<file path="src/rtl/instr_fetch_unit.sv">
// Instruction fetch stage: reads the PC, fetches over MEM_REQ/MEM_ACK into a one-entry IR,
// and steps or redirects the PC. Optional memory timeout is enabled by FETCH_TIMEOUT_EN.
module instr_fetch_unit #(
  parameter int AW = 5,
  parameter int IW = 16
`ifdef FETCH_TIMEOUT_EN
  , parameter int TIMEOUT = 15
`endif
) (
  input  logic          CLOCK,
  input  logic          RESET,
  input  logic          RUN,
  input  logic [AW-1:0] PC_COUNT,
  output logic          PC_ENABLE,
  output logic          PC_LOAD,
  output logic [AW-1:0] PC_DATA,
  output logic          MEM_REQ,
  output logic [AW-1:0] MEM_ADDR,
  input  logic          MEM_ACK,
  input  logic [IW-1:0] MEM_RDATA,
  output logic [IW-1:0] IR,
  output logic [AW-1:0] IR_PC,
  output logic          IR_VALID,
  input  logic          IR_READY,
  input  logic          BR_TAKEN,
  input  logic [AW-1:0] BR_TARGET,
  output logic          BUSY,
  output logic          FETCH_ERR,
  output logic [1:0]    DBG_STATE
);

  typedef enum logic [1:0] {
    S_IDLE     = 2'd0,
    S_FETCH    = 2'd1,
    S_WAIT_DEC = 2'd2,
    S_FLUSH    = 2'd3
  } state_t;

  state_t          state_q;
  logic            mem_req_q;
  logic [AW-1:0]   mem_addr_q;
  logic [IW-1:0]   ir_q;
  logic [AW-1:0]   ir_pc_q;
  logic            ir_valid_q;

  logic            ack;
  logic            run_ok;
  logic            tmo_fire;
  logic [AW-1:0]   next_addr;

  // Handshakes: MEM_ACK counts only while MEM_REQ is high, and MEM_REQ/MEM_ADDR hold until it
  // arrives. IR moves to the decoder on a cycle with IR_VALID & IR_READY; otherwise IR/IR_PC hold.
  assign ack       = mem_req_q & MEM_ACK;
  assign run_ok    = RUN & ~FETCH_ERR;
  // On a redirect cycle the PC only holds the target after this edge, so fetch from it directly.
  assign next_addr = BR_TAKEN ? BR_TARGET : PC_COUNT;

  assign PC_LOAD   = BR_TAKEN;
  assign PC_ENABLE = BR_TAKEN | ((state_q == S_FETCH) & ack);
  assign PC_DATA   = BR_TARGET;

  assign MEM_REQ   = mem_req_q;
  assign MEM_ADDR  = mem_addr_q;
  assign IR        = ir_q;
  assign IR_PC     = ir_pc_q;
  assign IR_VALID  = ir_valid_q;
  assign BUSY      = (state_q != S_IDLE);
  assign DBG_STATE = state_q;

`ifdef FETCH_TIMEOUT_EN
  localparam int TW = $clog2(TIMEOUT + 1);

  logic [TW-1:0] timer_q;
  logic          fetch_err_q;

  // A redirect out of FETCH without ack restarts the wait in FLUSH, so it never times out here.
  assign tmo_fire = mem_req_q & ~MEM_ACK & ~((state_q == S_FETCH) & BR_TAKEN)
                  & (timer_q == TW'(TIMEOUT - 1));

  always_ff @(posedge CLOCK or negedge RESET) begin
    if (!RESET) begin
      timer_q     <= '0;
      fetch_err_q <= 1'b0;
    end else begin
      if (tmo_fire) begin
        fetch_err_q <= 1'b1;
      end
      if (!mem_req_q || MEM_ACK || ((state_q == S_FETCH) && BR_TAKEN)) begin
        timer_q <= '0;
      end else begin
        timer_q <= timer_q + 1'b1;
      end
    end
  end

  assign FETCH_ERR = fetch_err_q;
`else
  assign tmo_fire  = 1'b0;
  assign FETCH_ERR = 1'b0;
`endif

  always_ff @(posedge CLOCK or negedge RESET) begin
    if (!RESET) begin
      state_q    <= S_IDLE;
      mem_req_q  <= 1'b0;
      mem_addr_q <= '0;
      ir_q       <= '0;
      ir_pc_q    <= '0;
      ir_valid_q <= 1'b0;
    end else begin
      case (state_q)
        S_IDLE: begin
          if (run_ok) begin
            state_q    <= S_FETCH;
            mem_req_q  <= 1'b1;
            mem_addr_q <= next_addr;
          end
        end
        S_FETCH: begin
          if (BR_TAKEN) begin
            if (!ack) begin
              state_q <= S_FLUSH;
            end else if (run_ok) begin
              mem_addr_q <= BR_TARGET;
            end else begin
              state_q   <= S_IDLE;
              mem_req_q <= 1'b0;
            end
          end else if (ack) begin
            ir_q       <= MEM_RDATA;
            ir_pc_q    <= mem_addr_q;
            ir_valid_q <= 1'b1;
            mem_req_q  <= 1'b0;
            state_q    <= S_WAIT_DEC;
          end else if (tmo_fire) begin
            state_q   <= S_IDLE;
            mem_req_q <= 1'b0;
          end
        end
        S_WAIT_DEC: begin
          if (BR_TAKEN || IR_READY) begin
            ir_valid_q <= 1'b0;
            if (run_ok) begin
              state_q    <= S_FETCH;
              mem_req_q  <= 1'b1;
              mem_addr_q <= next_addr;
            end else begin
              state_q <= S_IDLE;
            end
          end
        end
        S_FLUSH: begin
          if (ack) begin
            if (run_ok) begin
              state_q    <= S_FETCH;
              mem_addr_q <= next_addr;
            end else begin
              state_q   <= S_IDLE;
              mem_req_q <= 1'b0;
            end
          end else if (tmo_fire) begin
            state_q   <= S_IDLE;
            mem_req_q <= 1'b0;
          end
        end
        default: begin
          state_q   <= S_IDLE;
          mem_req_q <= 1'b0;
        end
      endcase
    end
  end

endmodule

</file>
<file path="config.mk">
export PLATFORM = sky130hd
export DESIGN_NAME = instr_fetch_unit
export DESIGN_NICKNAME = d
export VERILOG_FILES = /design/src/rtl/instr_fetch_unit.sv
export SDC_FILE = /design/constraint.sdc
export NUM_CORES = 1
export LEC_CHECK = 0
export CORE_UTILIZATION = 39
export DETAILED_ROUTE_END_ITERATION = 6
export GPL_TIMING_DRIVEN = 0
export PLACE_DENSITY = 0.79
export SYNTH_ARGS = -nofsm -noshare
export SYNTH_HDL_FRONTEND = slang
export SYNTH_SLANG_ARGS = --single-unit
</file>
<file path="constraint.sdc">
create_clock -name CLOCK -period 2.1 [get_ports CLOCK]
set_clock_uncertainty 0.2 [all_clocks]
set_input_delay 0.315 -clock CLOCK [delete_from_list [all_inputs] [get_ports CLOCK]]
set_output_delay 0.315 -clock CLOCK [all_outputs]
set_load 0.005 [all_outputs]
</file>
==> reports/metrics.yaml <==
grt:
  antenna_found_initial: 0
  grt_pass1_vias: 1047
  grt_max_degree: 31
  grt_use_total_pct: 18.60
  grt_pass1_wl_mm: 4.781
  gr-total-overflow: 0
worst_setup_path:
  cpMaxStageDelayCell: "clkdlybuf4s50_1"
  start_kind: "input port"
  crit_type: "input port to register"
  critical_path.top_delay_family: "buffers and inverters"
  cp.required_ns: 2.09
  rr_endpoint: "MEM_ADDR[2]"
  reg2reg_depth: 6
  crit_arrival_ns: 2.01
  cp_num_buf_inv: 4
  crit_fanout: 10
  endpoint_kind: "register"
  worst_path_largest_cell_delay_ns: 0.47
  r2r_start: "DBG_STATE[0]"
  crit_top_cell: "buf_4"
  r2r_setup_slack_ns: 0.14
  path_cells: "clkdlybuf4s50_1 > clkbuf_8 > buf_4 > nor3_2 > buf_4 > mux2_1"
floorplanning:
  rows: 21
  die_area_um2: 3711
  die_x_um: 60.92
  dieHeight_um: 60.92
  start_util_pct: 40.57
  core_um2: 3337
  ios: 71
clock_network:
  ctsHtreeMaxLevel: 2
  cts_buffer_depth: 2
  cts_made_buffers: 5
  cts_tree: "built"
  clock_latency_ns: 0.31
  clockRootBuffer: "clkbuf_4"
  clk_pin_slew_ns: 0.08
  clock_sinks: 30
finish:
  num-nets-final: 214
  multi_input_area_um2: 526.8
  final_area_um2: 2210
  areaGrowthSynthToFinish_pct: 63.22
  fillCellCount: 276
  final_layout_size_suffix_gt1_share_pct: 20.33
  register_area_um2: 753.2
  diodes: 0
yosys:
  synth_fp_nets: 131
  synth_seq_cells: 30
  synth-seq-area-share_pct: 55.45
  synthCells: 99
  synth_area_um2: 1354
  synth_warnings: 0
  synth_cell_types: 24
  avgSynthCellArea_um2: 13.67
power_and_ir_drop:
  powerDensity_nw_per_um2: 1178
  total_power_w: 0.002603
  swShare_pct: 28.68
  vdd_drop_max_mv: 0.5615
  power_frac_comb_pct: 48.6
  p_seq_share_pct: 40.1
  clkPwrFrac_pct: 11.3
  p_int_w: 0.001856
  p_leak_nw: 0.9470
  p_sw_w: 0.0007464
placed_design:
  hpwl_mm: 2.338
  port_buffers: 69
  routabilityCongestion: 0.7539
  place_area_um2: 2102
routing:
  via_per_inst: 4.732
  firstDrtPassIters: 4
  drt_iter0_drc: 30
  drc: 0
  postRouteAntennaNets: 0
  drt_wl_total_mm: 3.131
  wl_per_cell_um: 13.73
  vias: 1079
timing:
  relSlewSlack_pct: 56.65
  setup_viol: 0
  rsz0062_at_grt: "false"
  maxSlewViolCount: 0
  period_minus_slack_ns: 2.017
  hold_viol: 0
  fmax_mhz: 495.8
  period_share_pct: 96.05
  worst_pin_slew_ns: 0.6503
flow_run:
  cap_violations: 0
outcome:
  status: "completed"
worst_hold_path:
  min_path_cells: 1
  hold_end: "IR_PC[4]"
  holdCritStartpoint: "IR_PC[4]"
  hp-class: "register to register"
==> power by group through the flow <==
stage | logic [W] | clock network [W] | registers (W)
CTS | 0.00123 | 0.000307 | 0.00105
finish | 0.00126 | 0.000294 | 0.00104
detailed placement | 0.00119 | 0 | 0.00107
global placement | 0.00116 | 0 | 0.00104
global route | 0.00138 | 0.000347 | 0.00108
floorplan | 0.000421 | 0 | 0.00106
==> per-stage QoR <==
stage               instances  setup TNS, ns  utilization (%)  hold WS [ns]  worst slack, ns
floorplan                  99              0                -       -0.1806           0.3998
global placement          214         -1.052            62.99        0.2669         -0.07150
detailed placement        214         -2.110            62.99        0.2740          -0.1189
CTS                       223              0            65.09        0.2919         0.007636
global route              228              0            66.22        0.3024          0.05317
finish                    228              0            66.22        0.2872          0.08290
==> cells in the mapped netlist (all sizes together) <==
| cell type | count | area [um2] |
|---|---|---|
| o21ai | 5 | 25.02 |
| nor3 | 2 | 15.01 |
| nand2 | 5 | 18.77 |
| nor2 | 2 | 7.510 |
| buf | 9 | 67.56 |
| inv | 1 | 3.750 |
| nor2b | 1 | 13.76 |
| mux2 | 31 | 349.1 |
| a31o | 1 | 8.760 |
| o31a | 1 | 8.760 |
| conb | 1 | 3.750 |
| a31oi | 1 | 6.260 |
| nand2b | 1 | 13.76 |
| a21boi | 1 | 7.510 |
| clkbuf | 1 | 7.510 |
| dfrtp | 30 | 750.7 |
| o21bai | 1 | 7.510 |
| nand3 | 1 | 10.01 |
| or2 | 1 | 6.260 |
| a21oi | 1 | 5.000 |
| nor4b | 1 | 8.760 |
| o22a | 1 | 8.760 |
==> state kept, by name, summed over array words and instances (netlist names) <==
signal and count:
IR 16, IR_PC 5, MEM_ADDR 5, DBG_STATE 2, IR_VALID 1, MEM_REQ 1
==> metal layers <==
metal  part of all wire, %  track usage [%]  vias to the layer above
li1                      -                -                      514
met1                    37            20.49                      516
met2                    55            32.34                       47
met3                   7.0            7.036                        2
met4                  0.86            7.468                        0
met5                     0                0                        -
==> layout make-up <==
cell class / count / area share, %
flip-flops and latches: 30 / 34.09
repair buffers: 76 / 33.58
multi-input cells: 58 / 23.84
plain buffers: 10 / 3.681
well taps: 46 / 2.605
clock buffers: 7 / 2.039
inverters: 1 / 0.1699
==> how the worst max path moves through the flow <==
stage | from | to | slack (ns) | cells after the start
2_1_floorplan | DBG_STATE[1] | MEM_ADDR[0] | 0.40 | 4
3_3_place_gp | BR_TAKEN | PC_ENABLE | -0.07 | 4
3_5_place_dp | MEM_ACK | IR[1] | -0.12 | 5
4_1_cts | DBG_STATE[0] | BUSY | 0.008 | 2
5_1_grt | BR_TAKEN | IR[1] | 0.05 | 6
6_report | BR_TAKEN | IR[1] | 0.08 | 6
==> worst reg2reg max path, stage by stage, from the launching register on <==
cell and delay (ns):
dfrtp_2 0.45, buf_4 0.15, buf_4 0.13, nor4b_1 0.27
a31oi_1 0.11, nand3_2 0.18, mux2_2 0.36
==> kinds of logic (layout without fill, tap and decap cells) <==
group,count (synthesis),in the layout,synth area share [%]
mux,31,31,25.79
flops,30,30,55.45
compound gates,12,12,5.731
buf+inv,11,94,5.822
simple gates,14,14,6.932
other cells,1,1,0.2770
==> placed cells by master, fill, tap and decap left out <==
| cell | instances |
|---|---|
| nand2b_4 | 1 |
| dfrtp_2 | 2 |
| o22a_1 | 1 |
| inv_1 | 1 |
| clkbuf_1 | 2 |
| mux2_1 | 25 |
| nor3_2 | 1 |
| conb_1 | 1 |
| buf_2 | 1 |
| nor2_1 | 2 |
| o21bai_1 | 1 |
| a31oi_1 | 1 |
| clkbuf_8 | 1 |
| nor2b_4 | 1 |
| a31o_2 | 1 |
| clkbuf_4 | 5 |
| nand2_2 | 1 |
| dfrtp_1 | 28 |
| dlygate4sd2_1 | 1 |
| dlygate4sd3_1 | 1 |
| dlymetal6s2s_1 | 1 |
| nand3_2 | 1 |
| or2_2 | 1 |
| a21oi_1 | 1 |
| mux2_2 | 6 |
| nor3_1 | 1 |
| a21boi_0 | 1 |
| nor4b_1 | 1 |
| clkdlybuf4s50_1 | 66 |
| o31a_1 | 1 |
| o21ai_0 | 5 |
| nand2_1 | 4 |
| buf_4 | 15 |
==> what timing repair did <==
item,in CTS,in global routing
cloned,0,0
gates resized for setup,5,1
endpoints found under the setup margin,2,1
hold buffers,0,1
hold endpoints to repair,0,30
setup buffers,2,4
(Power assumes the default switching activity.)
